File: src/rtl/pgreq_arbiter_if.sv
// Handshake bundle between the page-requesting allocator ports, the page-request
// arbiter and the free-list manager. The arbiter uses the slave view; the
// environment (allocators plus free-list manager) uses the master view.
interface pgreq_arbiter_if #(
  parameter int ports  = 4,
  parameter int pg_asz = 10
);
  logic [ports-1:0]  par_srdy;
  logic [ports-1:0]  par_drdy;
  logic [ports-1:0]  parr_srdy;
  logic [ports-1:0]  parr_drdy;
  logic [pg_asz-1:0] parr_page;
  logic              fl_req_srdy;
  logic              fl_req_drdy;
  logic              fl_rsp_srdy;
  logic              fl_rsp_drdy;
  logic [pg_asz-1:0] fl_rsp_page;

  modport slave (
    input  par_srdy, parr_drdy, fl_req_drdy, fl_rsp_srdy, fl_rsp_page,
    output par_drdy, parr_srdy, parr_page, fl_req_srdy, fl_rsp_drdy
  );

  modport master (
    output par_srdy, parr_drdy, fl_req_drdy, fl_rsp_srdy, fl_rsp_page,
    input  par_drdy, parr_srdy, parr_page, fl_req_srdy, fl_rsp_drdy
  );
endinterface

File: src/rtl/pgreq_arbiter.sv
// Page-request arbiter: round-robin selects one allocator port per cycle to
// forward a page request to the free-list manager, remembers the requesting
// port in a tag FIFO, and steers each free-list response back to the port at
// the head of that FIFO so pages return strictly in issue order.
module pgreq_arbiter #(
  parameter int ports     = 4,
  parameter int pg_asz    = 10,
  parameter int tag_depth = 8
) (
  input  logic                      clk,
  input  logic                      reset,
  pgreq_arbiter_if.slave            bus,
  output logic [$clog2(tag_depth):0] outstanding,
  output logic                      err_orphan
);

  localparam int idx_w = (ports > 1) ? $clog2(ports) : 1;
  localparam int ptr_w = $clog2(tag_depth);
  localparam int cnt_w = ptr_w + 1;

  localparam logic [idx_w-1:0] idx_zero = {idx_w{1'b0}};
  localparam logic [idx_w-1:0] idx_one  = idx_w'(32'd1);
  localparam logic [idx_w-1:0] idx_last = idx_w'(ports - 1);
  localparam logic [ptr_w-1:0] ptr_zero = {ptr_w{1'b0}};
  localparam logic [ptr_w-1:0] ptr_one  = ptr_w'(32'd1);
  localparam logic [cnt_w-1:0] cnt_zero = {cnt_w{1'b0}};
  localparam logic [cnt_w-1:0] cnt_one  = cnt_w'(32'd1);
  localparam logic [cnt_w-1:0] cnt_full = cnt_w'(tag_depth);

  // State
  logic [idx_w-1:0] rr_ptr_r;
  logic [ptr_w-1:0] wr_ptr_r;
  logic [ptr_w-1:0] rd_ptr_r;
  logic [cnt_w-1:0] count_r;
  logic             err_orphan_r;
  logic [idx_w-1:0] tag_mem_r [tag_depth];

  // Combinational
  logic [idx_w-1:0]  rr_eff_s;
  logic [cnt_w-1:0]  count_eff_s;
  logic              empty_s;
  logic              full_s;
  logic              any_req_s;
  logic              found_s;
  logic [idx_w-1:0]  winner_s;
  logic [idx_w-1:0]  cand_s;
  logic [idx_w-1:0]  head_tag_s;
  logic              req_valid_s;
  logic              push_s;
  logic              pop_s;
  logic [ports-1:0]  par_drdy_s;
  logic [ports-1:0]  parr_srdy_s;
  logic              fl_rsp_drdy_s;
  logic [pg_asz-1:0] page_s;

  // While reset is held the outputs are driven from the reset state rather
  // than from whatever the registers held before the first reset edge.
  assign rr_eff_s    = reset ? idx_zero : rr_ptr_r;
  assign count_eff_s = reset ? cnt_zero : count_r;
  assign empty_s     = (count_eff_s == cnt_zero);
  assign full_s      = (count_eff_s == cnt_full);
  assign any_req_s   = |bus.par_srdy;
  assign head_tag_s  = tag_mem_r[rd_ptr_r];

  // Round-robin search: first requesting port at or above rr_ptr, wrapping.
  always_comb begin
    found_s  = 1'b0;
    winner_s = idx_zero;
    cand_s   = idx_zero;
    for (int i = 0; i < ports; i++) begin
      cand_s = idx_w'((int'(rr_eff_s) + i) % ports);
      if (!found_s && bus.par_srdy[cand_s]) begin
        found_s  = 1'b1;
        winner_s = cand_s;
      end else begin
        found_s  = found_s;
      end
    end
  end

  // Request side: forward when someone asks and a tag slot is free; fullness
  // comes from the registered count so a same-cycle pop cannot open a slot.
  always_comb begin
    req_valid_s = any_req_s & ~full_s;
    push_s      = req_valid_s & bus.fl_req_drdy;
    par_drdy_s  = {ports{1'b0}};
    if (push_s && found_s) begin
      par_drdy_s[winner_s] = 1'b1;
    end else begin
      par_drdy_s = {ports{1'b0}};
    end
  end

  // Response side: only the port owning the head tag sees the response.
  always_comb begin
    parr_srdy_s   = {ports{1'b0}};
    fl_rsp_drdy_s = 1'b0;
    if (!empty_s) begin
      parr_srdy_s[head_tag_s] = bus.fl_rsp_srdy;
      fl_rsp_drdy_s           = bus.parr_drdy[head_tag_s];
    end else begin
      parr_srdy_s   = {ports{1'b0}};
      fl_rsp_drdy_s = 1'b0;
    end
    pop_s = bus.fl_rsp_srdy & fl_rsp_drdy_s;
  end

  // Arbitration pointer, FIFO pointers, occupancy and the sticky orphan flag.
  always_ff @(posedge clk) begin
    if (reset) begin
      rr_ptr_r     <= idx_zero;
      wr_ptr_r     <= ptr_zero;
      rd_ptr_r     <= ptr_zero;
      count_r      <= cnt_zero;
      err_orphan_r <= 1'b0;
    end else begin
      if (push_s) begin
        wr_ptr_r <= wr_ptr_r + ptr_one;
        rr_ptr_r <= (winner_s == idx_last) ? idx_zero : (winner_s + idx_one);
      end else begin
        wr_ptr_r <= wr_ptr_r;
        rr_ptr_r <= rr_ptr_r;
      end
      if (pop_s) begin
        rd_ptr_r <= rd_ptr_r + ptr_one;
      end else begin
        rd_ptr_r <= rd_ptr_r;
      end
      case ({push_s, pop_s})
        2'b10:   count_r <= count_r + cnt_one;
        2'b01:   count_r <= count_r - cnt_one;
        default: count_r <= count_r;
      endcase
      if (bus.fl_rsp_srdy && empty_s) begin
        err_orphan_r <= 1'b1;
      end else begin
        err_orphan_r <= err_orphan_r;
      end
    end
  end

  // Tag storage: records which port each issued request belongs to.
  always_ff @(posedge clk) begin
    if (push_s && !reset) begin
      tag_mem_r[wr_ptr_r] <= winner_s;
    end else begin
      tag_mem_r[wr_ptr_r] <= tag_mem_r[wr_ptr_r];
    end
  end

  assign page_s          = bus.fl_rsp_page;
  assign bus.parr_page   = page_s;
  assign bus.par_drdy    = par_drdy_s;
  assign bus.parr_srdy   = parr_srdy_s;
  assign bus.fl_req_srdy = req_valid_s;
  assign bus.fl_rsp_drdy = fl_rsp_drdy_s;
  assign outstanding     = count_r;
  assign err_orphan      = err_orphan_r;

endmodule

File: src/flat_wrapper.sv
// flat-port wrapper written by rule: the top's interface ports become plain ports
module pgreq_arbiter_flat 
#(
  parameter int ports     = 4,
  parameter int pg_asz    = 10,
  parameter int tag_depth = 8
)
  (clk, reset, outstanding, err_orphan, bus_par_srdy, bus_parr_drdy, bus_fl_req_drdy, bus_fl_rsp_srdy, bus_fl_rsp_page, bus_par_drdy, bus_parr_srdy, bus_parr_page, bus_fl_req_srdy, bus_fl_rsp_drdy);
  pgreq_arbiter_if #(.ports(ports), .pg_asz(pg_asz)) bus_i ();
  input  logic clk;
  input  logic reset;
  output logic [$clog2(tag_depth):0] outstanding;
  output logic err_orphan;
  input wire logic [$bits(bus_i.par_srdy)-1:0] bus_par_srdy;
  input wire logic [$bits(bus_i.parr_drdy)-1:0] bus_parr_drdy;
  input wire logic [$bits(bus_i.fl_req_drdy)-1:0] bus_fl_req_drdy;
  input wire logic [$bits(bus_i.fl_rsp_srdy)-1:0] bus_fl_rsp_srdy;
  input wire logic [$bits(bus_i.fl_rsp_page)-1:0] bus_fl_rsp_page;
  output wire logic [$bits(bus_i.par_drdy)-1:0] bus_par_drdy;
  output wire logic [$bits(bus_i.parr_srdy)-1:0] bus_parr_srdy;
  output wire logic [$bits(bus_i.parr_page)-1:0] bus_parr_page;
  output wire logic [$bits(bus_i.fl_req_srdy)-1:0] bus_fl_req_srdy;
  output wire logic [$bits(bus_i.fl_rsp_drdy)-1:0] bus_fl_rsp_drdy;
  assign bus_i.par_srdy = bus_par_srdy;
  assign bus_i.parr_drdy = bus_parr_drdy;
  assign bus_i.fl_req_drdy = bus_fl_req_drdy;
  assign bus_i.fl_rsp_srdy = bus_fl_rsp_srdy;
  assign bus_i.fl_rsp_page = bus_fl_rsp_page;
  assign bus_par_drdy = bus_i.par_drdy;
  assign bus_parr_srdy = bus_i.parr_srdy;
  assign bus_parr_page = bus_i.parr_page;
  assign bus_fl_req_srdy = bus_i.fl_req_srdy;
  assign bus_fl_rsp_drdy = bus_i.fl_rsp_drdy;
  pgreq_arbiter #(.ports(ports), .pg_asz(pg_asz), .tag_depth(tag_depth)) u_core (.clk(clk), .reset(reset), .bus(bus_i), .outstanding(outstanding), .err_orphan(err_orphan));
endmodule
File: config.mk
export PLATFORM = sky130hd
export DESIGN_NAME = pgreq_arbiter_flat
export DESIGN_NICKNAME = d
export VERILOG_FILES = /design/src/rtl/pgreq_arbiter_if.sv /design/src/rtl/pgreq_arbiter.sv /design/src/flat_wrapper.sv
export SDC_FILE = /design/constraint.sdc
export NUM_CORES = 1
export LEC_CHECK = 0
export CORE_MARGIN = 2
export CORE_UTILIZATION = 52
export DETAILED_ROUTE_END_ITERATION = 10
export HOLD_SLACK_MARGIN = 0.08
export PLACE_DENSITY_LB_ADDON = 0.2
export SYNTH_ARGS = -nofsm -noshare
export SYNTH_HDL_FRONTEND = slang
export SYNTH_SLANG_ARGS = --single-unit
File: constraint.sdc
create_clock -name clk -period 10 [get_ports clk]
set_clock_uncertainty 0.2 [all_clocks]
set_input_delay 1 -clock clk [delete_from_list [all_inputs] [get_ports clk]]
set_output_delay 1 -clock clk [all_outputs]
set_load 0.05 [all_outputs]
==> summary.txt <==
Drt
  • Starting DRC count in detailed routing: 9
  • WL final: 3240 um
  • Routed Antenna Nets: 0
  • Vias per cell: 5.30
  • Vias: 1,266
  • WL per Instance: 13.6 um
  • DR pass1 iterations: 4
  • Drc violations: 0

Logic synthesis
  • Cells after Synth: 173
  • Largest area contributor in the netlist: edfxtp_1
  • Post-synthesis sequential area ratio: 0.455
  • Post-Syn Nets: 205
  • Mean post-synth cell area: 10.2 um2
  • Unique masters post-synth: 42
  • Synth top area share: 0.273
  • Synthesis-stage register bit count: 32
  • Area contributors post-synth: edfxtp_1 (27%), dfxtp_1 (18%), nor2_1 (6.6%), ha_1 (6.4%), mux2i_1 (5.7%)
  • Synthesized area: 1760 um2
  • Syn. warnings: 0

Clock network
  • Reg clk slew, reported paths: 0.09 ns
  • CTS tree: yes
  • Setup Buffers After CTS: 0
  • Clock Latency Late Sink: 0.33 ns
  • Hold-fix buffers, CTS: 0
  • Num CTS Buffers: 5
  • Clock Tree Buf Depth: 2
  • Clock Tree Root: clkbuf_4
  • H-tree lvl count: 2
  • Post-CTS resize count: 0
  • Clock tree sinks: 32

Timing
  • Max frequency: 176 MHz
  • RSZ-0062 raised after global routing: false
  • Crit share post-route: 0.569
  • Hold Vio Cnt, Final: 0
  • Worst setup margin: 4.31 ns
  • Total negative slack: 0 ns
  • Setup violators final: 0
  • Slew Limit Fails: 0
  • Worst Tran Pin Value: 0.702 ns
  • Shortest period the worst path allows: 5.69 ns
  • Max_slew headroom: 0.531

Critical path
  • Critical path cell sequence: clkdlybuf4s50_1, inv_1, o22ai_1, nor2b_1, nor2_1, nor2_1, ha_1, and3_1, clkdlybuf4s50_1
  • Crit-path slowest cell: clkdlybuf4s50_1
  • CP Max Fanout: 21
  • Slowest cell delay on critical path: 0.92 ns
  • Crit path kind: input port to output pin
  • Arr. time, crit path: 4.49 ns
  • Crit end category: output pin
  • Crit path buf inv count: 3
  • CP delay by family, top: buffers and inverters
  • Startpoint types: input port
  • Required time of the critical path: 8.80 ns

Final layout
  • Post-route cell area: 2050 um2
  • Layout cells sized above 1: 0.0674
  • Layout Utilization: 0.626
  • Area Overhead vs Synth: 16.7%
  • # diodes: 0
  • Final #Nets: 224

Power
  • Total power: 0.324 mW
  • Pwr dens: 158 nW/um2
  • VDD IR-drop max: 0.102 mV
  • Static leakage: 0.779 nW

Global routing
  • Remaining Overflow, GRT: 0
  • Initial antenna violation count: 0
  • First-pass GRT wire length: 5610 um
  • Gr usage total: 0.184
  • Largest net degree at the start of global routing: 22
  • Number of global-route vias before repair: 1,303

Placed design
  • Post-DP Area: 1980 um2
  • Worst slack, placed: 4.29 ns
  • IO buf count: 26
  • Routability congestion estimate: 0.895
  • DPL Wire Length: 2410 um

Floorplanning
  • Rows: 21
  • Die Area: 3870 um2
  • Core area: 3280 um2
  • Die Ht: 62.2 um
  • I/O pin cnt: 47
  • DIE WIDTH: 62.2 um
  • Initial core utilization: 0.536

Worst hold path
  • Min-delay worst type: flip-flop to flip-flop

Run
  • Max Cap Violations: 0

Run status
  • Status: finished, final reports clean
==> final timing paths <==
check	start	endpoint	slack [ns]	depth (start not counted)
max	reset	bus_par_drdy[1]	4.31	9
max reg2reg	flip-flop	u_core.outstanding[3]$_SDFFE_PP0P_	6.32	11
min reg2reg	u_core.err_orphan$_SDFFE_PP0P_	u_core.err_orphan$_SDFFE_PP0P_	0.29	2
min	u_core.err_orphan$_SDFFE_PP0P_	u_core.err_orphan$_SDFFE_PP0P_	0.29	2
==> logic make-up after synthesis <==
group | after synthesis | synth area share
and+or+nand+nor | 65 | 0.166
DFF | 32 | 0.455
AOI/OAI and AO/OA | 23 | 0.0832
buffers and inverters | 23 | 0.0753
muxes | 15 | 0.121
adders and majority gates | 10 | 0.0753
xor gates and xnor gates | 5 | 0.0249
==> area by class of cell <==
cell class / count / area, um2
Inverter: 9 / 33.8
Sequential cell: 32 / 801
Fill cell: 287 / 1230
Multi-Input combinational cell: 118 / 827
Clock inverter: 3 / 37.5
Timing Repair Buffer: 26 / 260
Clock buffer: 5 / 37.5
Tap cell: 46 / 57.6
==> metal layers <==
metal	track usage	vias up	routed length, um
li1	-	635	-
met1	0.200	582	1350
met2	0.322	33	1620
met3	0.0453	16	158
met4	0.114	0	114
met5	0	-	0
==> registers in the layout, summed over array words and instances, names as in the netlist, named ones only <==
signal and count:
u_core.err_orphan 1, u_core.outstanding 4, u_core.rd_ptr_r 3, u_core.rr_ptr_r 2, u_core.tag_mem_r 16, u_core.wr_ptr_r 3
==> per-stage QoR <==
step	instances	hold WS [ns]
floorplan	173	0.259
global placement	231	0.254
detailed placement	231	0.272
CTS	239	0.297
global route	239	0.330
finish	239	0.288
==> placed cells by master (no fill, tap or decap), drive strengths merged, types with 2 or more instances in the layout <==
cell type,Yosys,final
nor2,32,32
nand2,14,14
clkdlybuf4s50,0,26
ha,9,9
o21ai,3,3
xor2,3,3
edfxtp,16,16
nor4,3,3
inv,9,9
nor3,2,2
dfxtp,16,16
clkbuf,1,5
xnor2,2,2
and3,4,4
a21oi,12,12
mux2i,11,11
mux4,3,3
or3,2,2
and2,2,2
nand2b,2,2
clkinv,0,2
==> tightest hold or removal path: stages, from the launching register on <==
cell,delay (ns)
dfxtp_1,0.34
a21oi_1,0.04
nor2_1,0.07
==> synthesized netlist by cell type (all sizes together) <==
master	number
nor2	32
dfxtp	16
edfxtp	16
nand2	14
buf	13
a21oi	12
mux2i	11
ha	9
inv	9
and3	4
mux4	3
nor4	3
o21ai	3
xor2	3
and2	2
nand2b	2
nor3	2
or3	2
xnor2	2
a21o	1
a2bb2oi	1
a31o	1
a32oi	1
clkbuf	1
fa	1
mux2	1
nand3	1
nor2b	1
o211a	1
o22a	1
o22ai	1
o41ai	1
or2	1
or4	1
==> power by group <==
part / switching, mW / leakage (nW) / total, mW / internal [mW]
logic: 0.0468 / 0.462 / 0.0779 / 0.0311
clock network: 0.0423 / 0.0403 / 0.0934 / 0.0510
registers: 0.00771 / 0.277 / 0.153 / 0.145
No activity file was read; power rests on OpenSTA's default activity.
